$ cat src/rtl/bridge_pkg.sv
// Shared definitions for the drawbridge controller: state codes,
// per-state output patterns and default parameter values.
package bridge_pkg;

  localparam int DefNDeck        = 4;
  localparam int DefNBoat        = 2;
  localparam int DefClearCycles  = 16;
  localparam int DefMoveTimeout  = 1024;

  typedef enum logic [2:0] {
    StFlat     = 3'd0,
    StWarn     = 3'd1,
    StRaising  = 3'd2,
    StUp       = 3'd3,
    StLowering = 3'd4,
    StFault    = 3'd5
  } state_e;

  typedef struct packed {
    logic motorUp;
    logic motorDown;
    logic al;
    logic tfl;
    logic fault;
  } drive_t;

  // Output patterns, bit order {motorUp, motorDown, al, tfl, fault}
  localparam logic [4:0] DriveFlat     = 5'b00000;
  localparam logic [4:0] DriveWarn     = 5'b00110;
  localparam logic [4:0] DriveRaising  = 5'b10110;
  localparam logic [4:0] DriveUp       = 5'b00010;
  localparam logic [4:0] DriveLowering = 5'b01110;
  localparam logic [4:0] DriveFault    = 5'b00111;

  function automatic drive_t decodeDrive(input state_e s);
    drive_t d;
    case (s)
      StFlat:     d = drive_t'(DriveFlat);
      StWarn:     d = drive_t'(DriveWarn);
      StRaising:  d = drive_t'(DriveRaising);
      StUp:       d = drive_t'(DriveUp);
      StLowering: d = drive_t'(DriveLowering);
      default:    d = drive_t'(DriveFault);
    endcase
    return d;
  endfunction

endpackage

$ cat src/rtl/bridge_cycle_counter.sv
// Saturating cycle counter with synchronous clear, enable and a flag
// that is high while the count equals the configured terminal value.
module bridge_cycle_counter #(
  parameter int WIDTH    = 4,
  parameter int TERMINAL = 1
) (
  input  logic Clock,
  input  logic Reset,
  input  logic clear_i,
  input  logic enable_i,
  output logic terminal_o
);

  localparam logic [WIDTH-1:0] MaxCount  = '1;
  localparam logic [WIDTH-1:0] TermValue = WIDTH'(TERMINAL);

  logic [WIDTH-1:0] count_q, count_d;

  // Clear wins over enable; the count holds at all-ones instead of wrapping
  always_comb begin
    count_d = count_q;
    if (clear_i) begin
      count_d = '0;
    end else if (enable_i && (count_q != MaxCount)) begin
      count_d = count_q + 1'b1;
    end
  end

  // Count register, forced to zero while reset is held low
  always_ff @(posedge Clock or negedge Reset) begin
    if (!Reset) begin
      count_q <= '0;
    end else begin
      count_q <= count_d;
    end
  end

  assign terminal_o = (count_q == TermValue);

endmodule

$ cat src/rtl/bridge_controller.sv
// Drawbridge sequencing FSM: road warning, deck-clear qualification,
// motor drive, limit completion, obstacle reversal and move timeout.
module bridge_controller
  import bridge_pkg::*;
#(
  parameter int N_DECK       = DefNDeck,
  parameter int N_BOAT       = DefNBoat,
  parameter int CLEAR_CYCLES = DefClearCycles,
  parameter int MOVE_TIMEOUT = DefMoveTimeout
) (
  input  logic              Clock,
  input  logic              Reset,
  input  logic              RaiseReq,
  input  logic              LowerReq,
  input  logic [N_DECK-1:0] CarSens,
  input  logic [N_BOAT-1:0] BoatSens,
  input  logic              TopLimit,
  input  logic              BottomLimit,
  input  logic              Obstacle,
  output logic              MotorUp,
  output logic              MotorDown,
  output logic              AL,
  output logic              TFL,
  output logic              Fault,
  output logic [2:0]        State
);

  localparam int ClearW = $clog2(CLEAR_CYCLES + 1);
  localparam int MoveW  = $clog2(MOVE_TIMEOUT + 1);

  state_e state_q, state_d;
  drive_t drive;
  logic   deckClear;
  logic   boatNear;
  logic   moving;
  logic   clearDone;
  logic   moveExpired;

  assign deckClear = ~|CarSens;
  assign boatNear  = |BoatSens;
  assign moving    = (state_q == StRaising) || (state_q == StLowering);

  // Counts consecutive clear-deck cycles while warning; a car restarts it
  bridge_cycle_counter #(
    .WIDTH    (ClearW),
    .TERMINAL (CLEAR_CYCLES - 1)
  ) u_clearCounter (
    .Clock      (Clock),
    .Reset      (Reset),
    .clear_i    ((state_q != StWarn) || !deckClear),
    .enable_i   (state_q == StWarn),
    .terminal_o (clearDone)
  );

  // Counts cycles spent moving; restarts on every state change
  bridge_cycle_counter #(
    .WIDTH    (MoveW),
    .TERMINAL (MOVE_TIMEOUT - 1)
  ) u_moveCounter (
    .Clock      (Clock),
    .Reset      (Reset),
    .clear_i    (state_d != state_q),
    .enable_i   (moving),
    .terminal_o (moveExpired)
  );

  // State register; reset drops the deck sequence straight back to FLAT
  always_ff @(posedge Clock or negedge Reset) begin
    if (!Reset) begin
      state_q <= StFlat;
    end else begin
      state_q <= state_d;
    end
  end

  // Next-state logic; a limit conflict overrides everything else
  always_comb begin
    state_d = state_q;
    if (TopLimit && BottomLimit) begin
      state_d = StFault;
    end else begin
      case (state_q)
        StFlat:     if (RaiseReq || boatNear) state_d = StWarn;
        StWarn:     if (deckClear && clearDone) state_d = StRaising;
        StRaising: begin
          if (TopLimit)         state_d = StUp;
          else if (moveExpired) state_d = StFault;
        end
        StUp:       if (LowerReq && !boatNear) state_d = StLowering;
        StLowering: begin
          if (Obstacle)         state_d = StRaising;
          else if (BottomLimit) state_d = StFlat;
          else if (moveExpired) state_d = StFault;
        end
        StFault:    state_d = StFault;
        default:    state_d = StFault;
      endcase
    end
  end

  assign drive     = decodeDrive(state_q);
  assign MotorUp   = drive.motorUp;
  assign MotorDown = drive.motorDown;
  assign AL        = drive.al;
  assign TFL       = drive.tfl;
  assign Fault     = drive.fault;
  assign State     = state_q;

endmodule

$ cat config.mk
export PLATFORM = sky130hd
export DESIGN_NAME = bridge_controller
export DESIGN_NICKNAME = d
export VERILOG_FILES = /design/src/rtl/bridge_pkg.sv /design/src/rtl/bridge_cycle_counter.sv /design/src/rtl/bridge_controller.sv
export SDC_FILE = /design/constraint.sdc
export NUM_CORES = 1
export LEC_CHECK = 0
export CAP_MARGIN = 20
export CORE_AREA = 2 2 90 49
export CTS_CLUSTER_SIZE = 20
export DETAILED_ROUTE_END_ITERATION = 6
export DIE_AREA = 0 0 92 51
export SYNTH_ARGS = -nofsm -noshare
export SYNTH_HDL_FRONTEND = slang
export SYNTH_SLANG_ARGS = --single-unit
$ cat constraint.sdc
create_clock -name Clock -period 5.56 [get_ports Clock]
set_clock_uncertainty 0.15 [all_clocks]
set_input_delay 0.556 -clock Clock [delete_from_list [all_inputs] [get_ports Clock]]
set_output_delay 0.556 -clock Clock [all_outputs]
set_load 0.05 [all_outputs]
[After elaboration in Yosys (flattened, before gate mapping)]
Index checks and enable logic that the tools add are counted.
W data, S select, Z words.
Storage, ports and cells
  flip-flop bits (word level): 19
  latch bits: 0
  bits in writable memories: 0
  bits in read-only memories: 0
  input port bits: 13
  output and inout port bits: 8
  word-level logic and storage cells: 44
  memories: 0
Operators by class
  add/sub/neg operators: 2
  multipliers: 0
  divide/modulo/power cells: 0
  order comparisons: 0
  eq/ne operators: 10
  shift operators: 0
  multiplexer cells: 14
  bitwise logic cells: 0
  reductions and logical operators: 15
Operators by type and width (number)
  $pmux W5 S5: 1
  $mux W3: 8
  $mux W11: 2
  $pmux W3 S5: 1
  $add A11 B1 Y11 const B: 1
  $eq A11 B10 Y1 const B: 1
  $ne A11 B11 Y1 const B: 1
  $mux W5: 2
  $eq A3 B2 Y1 const B: 2
  $add A5 B1 Y5 const B: 1
  $eq A5 B4 Y1 const B: 1
  $logic_and A1 B1 Y1: 5
  $ne A5 B5 Y1 const B: 1
  $reduce_bool A2 Y1: 2
  $reduce_or A4 Y1: 1
  $eq A3 B1 Y1 const B: 1
  $eq A3 B3 Y1 const B: 1
  $logic_not A3 Y1: 1
  $logic_or A1 B1 Y1: 3
  $ne A3 B1 Y1 const B: 1
  $ne A3 B3 Y1: 1
  $logic_not A1 Y1: 2
  $reduce_or A2 Y1: 1

[Depth between registers and ports, before layout]
Gate-level depths: netlist (run 1).
  depth after elaboration: 8
  gate-level depth with buffers: 8
  mapped depth without buffers: 7

[Modules after synthesis]
Synthesis (run 1) repeated with hierarchy kept, for this count alone.
Second synthesis, totals
  cells, all modules: 130
  area, all modules: 1248.7 µm²
By module, submodules not included
  bridge_cycle_counter (u_moveCounter): instances 1, cells an instance 62, area an instance 608.1 µm², seq. area each 275.3 µm²
  bridge_controller: instances 1, cells an instance 44, area an instance 367.9 µm², seq. area each 75.1 µm²
  bridge_cycle_counter (u_clearCounter): instances 1, cells an instance 24, area an instance 272.8 µm², seq. area each 125.1 µm²

[Worst setup path after synthesis (run 1)]
OpenSTA, ideal clock, no wires.
  path kind: register -> register
  start point: register state_q[0], in the netlist State[0]
  end point: register u_moveCounter.count_q[10]
  library setup time: 0.127 ns
  arrival time: 2.206 ns
  data required time: 5.283 ns
  path slack: 3.078 ns
  stages on the path, launching flop included: 8
  path buffers: 2
  period minus slack after synthesis: 2.482 ns
  path through: dfrtp_1 -> buf_2 -> or3_1 -> o2bb2ai_2 -> a211oi_2 -> mux2i_1 -> buf_6 -> nor3_2
On the way
  cells in the longest elaborated chain, start to end: 7
  elaborated cells on any way between the ends: 19
  those cells by class: eq/ne: 5; mux: 10; reduce/logical: 4
RTL lines
  from (decl): RTL line bridge_controller.sv:31  | state_e state_q, state_d;
  from (signal assigned): RTL line bridge_controller.sv:70  | state_q <= StFlat;
  from (signal assigned): RTL line bridge_controller.sv:72  | state_q <= state_d;
  $mux W3: RTL line bridge_controller.sv:87, bridge_controller.sv:93
  $mux W3: RTL line bridge_controller.sv:92  | else if (BottomLimit) state_d = StFlat;
  $mux W3: RTL line bridge_controller.sv:91  | if (Obstacle) state_d = StRaising;
  $pmux W3 S5: RTL line bridge_controller.sv:82  | case (state_q)
  $mux W3: RTL line bridge_controller.sv:79  | if (TopLimit && BottomLimit) begin
  $ne A3 B3 Y1: RTL line bridge_controller.sv:62  | .clear_i (state_d != state_q),
  $mux W11 / $reduce_bool A2 Y1 (equally long branches)
  to (signal assigned): RTL line bridge_cycle_counter.sv:34  | count_q <= count_d;
  to (decl): RTL line bridge_cycle_counter.sv:17  | logic [WIDTH-1:0] count_q, count_d;
Several ways; a longest one is shown, not always the timed one.
A chain may end at the register's enable or synchronous reset.

[Worst setup path in the final report (run 1)]
  start point: register state_q[1], in the netlist State[1]
  end point: output port MotorUp
On the way
  cells in the longest elaborated chain, start to end: 2
  elaborated cells on any way between the ends: 6
  those cells by class: eq/ne: 4; mux: 1; reduce/logical: 1
RTL lines
  $eq A3 B3 Y1 (tied with other cells): RTL line bridge_pkg.sv:37  | case (s)
  $pmux W5 S5 *: RTL line bridge_pkg.sv:37
  to (decl): RTL line bridge_controller.sv:20  | output logic MotorUp,
Every way passes the cells marked *; elsewhere a longest branch is shown, timed or not.

==> results of run 1 <==
## cell type report
| class | instances | area (um2) | share of cell area |
|---|---|---|---|
| flip-flops and latches | 19 | 475.5 | 0.2960 |
| well taps | 57 | 71.32 | 0.04439 |
| inverters | 6 | 22.52 | 0.01402 |
| clock buffers | 4 | 45.04 | 0.02804 |
| multi-input cells | 104 | 773.2 | 0.4813 |
| repair buffers | 22 | 219.0 | 0.1363 |
## sequential cells by signal (all words and copies together), names as in the netlist
signal and count:
u_moveCounter.count_q 11, u_clearCounter.count_q 5, State 3
## worst paths after layout
| kind | startpoint | endpoint | slack [ns] | depth (start not counted) |
|---|---|---|---|---|
| worst max-delay path | State[1] | MotorUp | 2.64 | 3 |
| worst min-delay path | u_clearCounter.count_q[3] | u_clearCounter.count_q[3] | 0.39 | 2 |
| worst max register to register | State[0] | u_moveCounter.count_q[0] | 3.33 | 6 |
| worst min register to register | u_clearCounter.count_q[3] | u_clearCounter.count_q[3] | 0.39 | 2 |
| max in group asynchronous | Reset | u_moveCounter.count_q[4] | 4.04 | 1 |
| min in group asynchronous | Reset | u_moveCounter.count_q[7] | 0.65 | 1 |
## routing by layer
metal | vias to the layer above | part of all wire | GRT usage
met5 | - | 0 | 0
met4 | 0 | 0.0059 | 0.02985
met3 | 2 | 0.027 | 0.03687
met2 | 15 | 0.41 | 0.2047
met1 | 504 | 0.55 | 0.2087
li1 | 520 | - | -
## critical path, delay by kind of cell (launching register included)
family	cells	cell delay, ns
buf+inv	2	0.92
simple gates	1	0.47
flops	1	0.57
## placed cells by master (no fill, tap or decap), drive strengths merged, types with 2 or more instances in the layout
master         count
nand3              4
o21ai              3
or3b               2
nor3              17
a21oi              4
inv                6
ha                 4
clkbuf             4
nand2b             3
nand4              2
buf                2
xnor2             11
clkdlybuf4s50     20
mux2i              3
dfrtp             19
nor3b              3
nor4               5
xor2               3
and3               2
nor2              10
nand2             13
## stage by stage
step,std cells,hold WS (ns)
finish,212,0.3871
floorplan,135,0.1104
CTS,211,0.4028
detailed placement,207,0.3888
global route,212,0.4426
global placement,207,0.3707
## power breakdown
group / switching, uW / internal (uW)
clock: 44.1 / 50.9
combinational: 8.97 / 9.52
sequential: 0 / 138
total: 53.1 / 199
## cell families after synthesis
kind of cell / after synthesis / share of synthesized area
simple gates: 67 / 0.3302
flops: 19 / 0.3616
compound gates: 16 / 0.1037
xor+xnor: 14 / 0.09325
buf+inv: 12 / 0.05043
fa+ha+maj: 4 / 0.03806
mux: 3 / 0.02284
==> results.ini, run 1 <==
[clock_tree]
post_cts_buffers=0
ctsHoldBuffers=0
cts_tree=built
clk_pin_slew_ns=0.08
ctsResizeCount=0
cts_buffer_depth=2
clockRootBuffer=clkbuf_8
clk_latency_ns=0.26
cts_buffers=3
h-tree-depth=1
clkSinkCount=19

[sta]
relSlewSlack=0.3931
worst_slack_ns=2.638
min_period_ns=2.922
setup_viol=0
final-hold-violation-count=0
fin_crit_sh=0.5256
rsz0062_at_grt=no
max_freq_mhz=342.2
tightest_slew_ns=0.9076
maxSlewViolCount=0
tns_ns=0

[die]
io_pins=21
die_h_um=51
die_area_mm2=0.004692
core_mm2=0.004041
dieWidth_um=92
initial_core_util=0.3254
num_rows=17

[drt]
drc=0
drt-total-wl_mm=2.858
wl_per_cell_um=13.48
drt_iter0_drc=55
firstDrtPassIters=4
ant_nets=0
num_vias=1041
avgViaCountPerCell=4.910

[critical_path]
crit_slowest_cell=clkdlybuf4s50_1
cp_slowest_stage_delay_ns=0.81
path_cells=or3b_1, inv_2, clkdlybuf4s50_1
cp.arrival_ns=2.22
start_kind=flip-flop
required_ns=4.85
end_kind=output port
crit_fanout=10
criticalPathCategory=flip-flop to output port

[place]
post-dp-hpwl_mm=2.163
placed_cell_area_mm2=0.001550
gp_congestion=0.8881
io_buffers=20
dp_slack_ns=2.658

[grt]
track_usage=0.1408
antenna_found_initial=0
grt_pass1_wl_mm=5.147
grt_max_degree=20
overflow=0
grt_pass1_vias=1064

[synthesis]
yosys.cell_count.top_type=dfrtp_1
synthArstFlopShare=1.000
synth_area_mm2=0.001315
yosys_warnings=0
synth_nets=152
syn_avg_cell_area_um2=9.741
synth_top_cell_by_area=dfrtp_1
ys_top_cells_by_area=dfrtp_1 (36%), nor3_2 (7.6%), xnor2_1 (7.3%)
ys_seq_area_frac=0.3616
synth_cell_type_count=41
synthFlopType=dfrtp_1
ys_seq_elements=19
synth_top_area_frac=0.3616
postSynthCellCount=135
synth_edf_count=0
yosys-top-cells-count=dfrtp_1 (19), nand2_1 (13), xnor2_1 (11)

[pwr]
ir_worst_vdd_mv=0.07688
power.total_uw=251.6
power_density_mw_per_mm2=156.6
static-leakage-power_uw=0.0006514

[cells_and_area]
finalInstanceArea_mm2=0.001607
fillCellCount=396
drive_gt1_frac=0.1484
n_antenna_cell=0
final_util=0.3975
syn_to_final_growth_pct=22.17
nets=173

[worst_hold_path]
hold_class=flip-flop to flip-flop

[flow_run]
maxCapViolCount=0

[run_status]
outcome=finished clean

Power figures use the tool's default switching activity.
==> run 2, diff against run 1 <==
==> constraint.sdc (replaced) <==
create_clock -name Clock -period 2.8 [get_ports Clock]
set_clock_uncertainty 0.15 [all_clocks]
set_input_delay 0.28 -clock Clock [delete_from_list [all_inputs] [get_ports Clock]]
set_output_delay 0.28 -clock Clock [all_outputs]
set_load 0.05 [all_outputs]
==> run 2 against run 1 <==
Effect of this change:
- flip-flop and latch count is the same
- sequential share of layout area increased by 0.069 points
- die area unchanged
- combinational power rose by 94%
- non-clock buffer count unchanged
- clock power up 96%
- global-route usage shrank 1.5 points
- register-to-register slack lost 2.7 ns
- highest routed layer unchanged
==> results.ini, run 2 (synthesis results as in run 1) <==
[drt]
num_vias=1058
wl_per_cell_um=13.23
ant_nets=0
drc=0
avgViaCountPerCell=4.991
drt_iter0_drc=70
drt-total-wl_mm=2.805
firstDrtPassIters=4

[place]
dp_slack_ns=0.4342
post-dp-hpwl_mm=2.073
gp_congestion=0.8294
io_buffers=20

[critical_path]
rr_startpoint=State[0]
crit_slowest_cell=clkdlybuf4s50_1
cp.buffers_inverters=2
required_ns=2.37
cp_slowest_stage_delay_ns=0.81
cp.arrival_ns=2.21
r2r_end=u_moveCounter.count_q[0]
criticalPathCategory=flip-flop to output port
start_kind=flip-flop
r2r_cells=6
crit_fanout=13
end_kind=output port
r2r_slack_ns=0.63
cp_top_family=buffers and inverters
path_cells=or3b_1, inv_2, clkdlybuf4s50_1

[sta]
worst_slack_ns=0.1606
rsz0062_at_grt=no
tightest_slew_ns=0.8787
fin_crit_sh=0.9426
final-hold-violation-count=0
max_freq_mhz=378.9
tns_ns=0
maxSlewViolCount=0
min_period_ns=2.639
relSlewSlack=0.4124
setup_viol=0

[clock_tree]
clockRootBuffer=clkbuf_8
cts_tree=built
clk_latency_ns=0.25
h-tree-depth=1
ctsHoldBuffers=0
cts_buffer_depth=2
clk_pin_slew_ns=0.07
ctsResizeCount=0
cts_buffers=3
clkSinkCount=19
post_cts_buffers=0

[cells_and_area]
multi_input_area_um2=773.2
fillCellCount=387
syn_to_final_growth_pct=21.88
layout_commonest_cell=clkdlybuf4s50_1
n_antenna_cell=0
seqCellArea_um2=475.5
nets=173
regMostFlops=u_moveCounter.count_q
layout_common_cells=clkdlybuf4s50_1 (20), dfrtp_1 (19), nand2_1 (13)
drive_gt1_frac=0.1484
largest_register_ff_count=11

[die]
die_h_um=51
io_pins=21
num_rows=17
initial_core_util=0.3254
dieWidth_um=92
die_area_mm2=0.004692
core_mm2=0.004041

[run_status]
outcome=finished clean

[pwr]
static-leakage-power_uw=0.0006505
power_density_mw_per_mm2=309.9
ir_worst_vdd_mv=0.1801

[grt]
grt_max_degree=20
track_usage=0.1261
grt_pass1_vias=1019
grt_pass1_wl_mm=4.650
antenna_found_initial=0
overflow=0

[flow_run]
maxCapViolCount=0

[worst_hold_path]
hold_class=primary input to async pin

## run 2: changes by cell type in the layout (fill, tap and decap cells not counted)
| cell | previous run | this run |
|---|---|---|
| buf_4 | 1 | 2 |
| buf_6 | 1 | 0 |
## run 2: layer usage
metal | track usage | part of all wire | vias to the layer above
met2 | 0.2096 | 0.47 | 15
met3 | 0.03392 | 0.029 | 2
met5 | 0 | 0 | -
met4 | 0.02736 | 0.0053 | 0
met1 | 0.1670 | 0.50 | 523
li1 | - | - | 518
## run 2: worst max path at each step
stage / endpoint / depth (start not counted) / start / slack, ns
global placement: MotorUp / 3 / State[0] / 0.44
global route: MotorUp / 3 / State[0] / 0.08
finish: MotorUp / 3 / State[0] / 0.16
CTS: MotorUp / 3 / State[0] / 0.15
floorplan: u_moveCounter.count_q[10] / 7 / State[0] / 0.32
detailed placement: MotorUp / 3 / State[0] / 0.43
## run 2: power breakdown
group,switching (uW),internal [uW]
Clock,85.5,101
Combinational,17.4,18.5
Sequential,0,274
Total,103,394
## run 2: cell type report
type / count / area share
flip-flops and latches: 19 / 0.2966
well taps: 57 / 0.04450
multi-input cells: 104 / 0.4824
inverters: 6 / 0.01405
repair buffers: 22 / 0.1343
clock buffers: 4 / 0.02810
## run 2: stage by stage
stage	util	instance area [um2]	hold slack [ns]	total power (uW)	cells
CTS	0.3966	1603	0.3925	503.2	212
detailed placement	0.3854	1558	0.3798	315.9	208
global route	0.3966	1603	0.4313	522.0	212
finish	0.3966	1603	0.3724	496.7	212
global placement	0.3854	1558	0.3732	315.2	208
floorplan	-	1315	-0.1656	287.6	135
==> run 3, diff against run 2 <==
--- a/config.mk
+++ b/config.mk
@@ -10,6 +10,7 @@
 export CTS_CLUSTER_SIZE = 20
 export DETAILED_ROUTE_END_ITERATION = 6
 export DIE_AREA = 0 0 92 51
+export HOLD_SLACK_MARGIN = 0.15
 export SYNTH_ARGS = -nofsm -noshare
 export SYNTH_HDL_FRONTEND = slang
 export SYNTH_SLANG_ARGS = --single-unit
==> results of run 3 <==
Same layout as run 2: the final DEF is identical, and so are final timing and power.
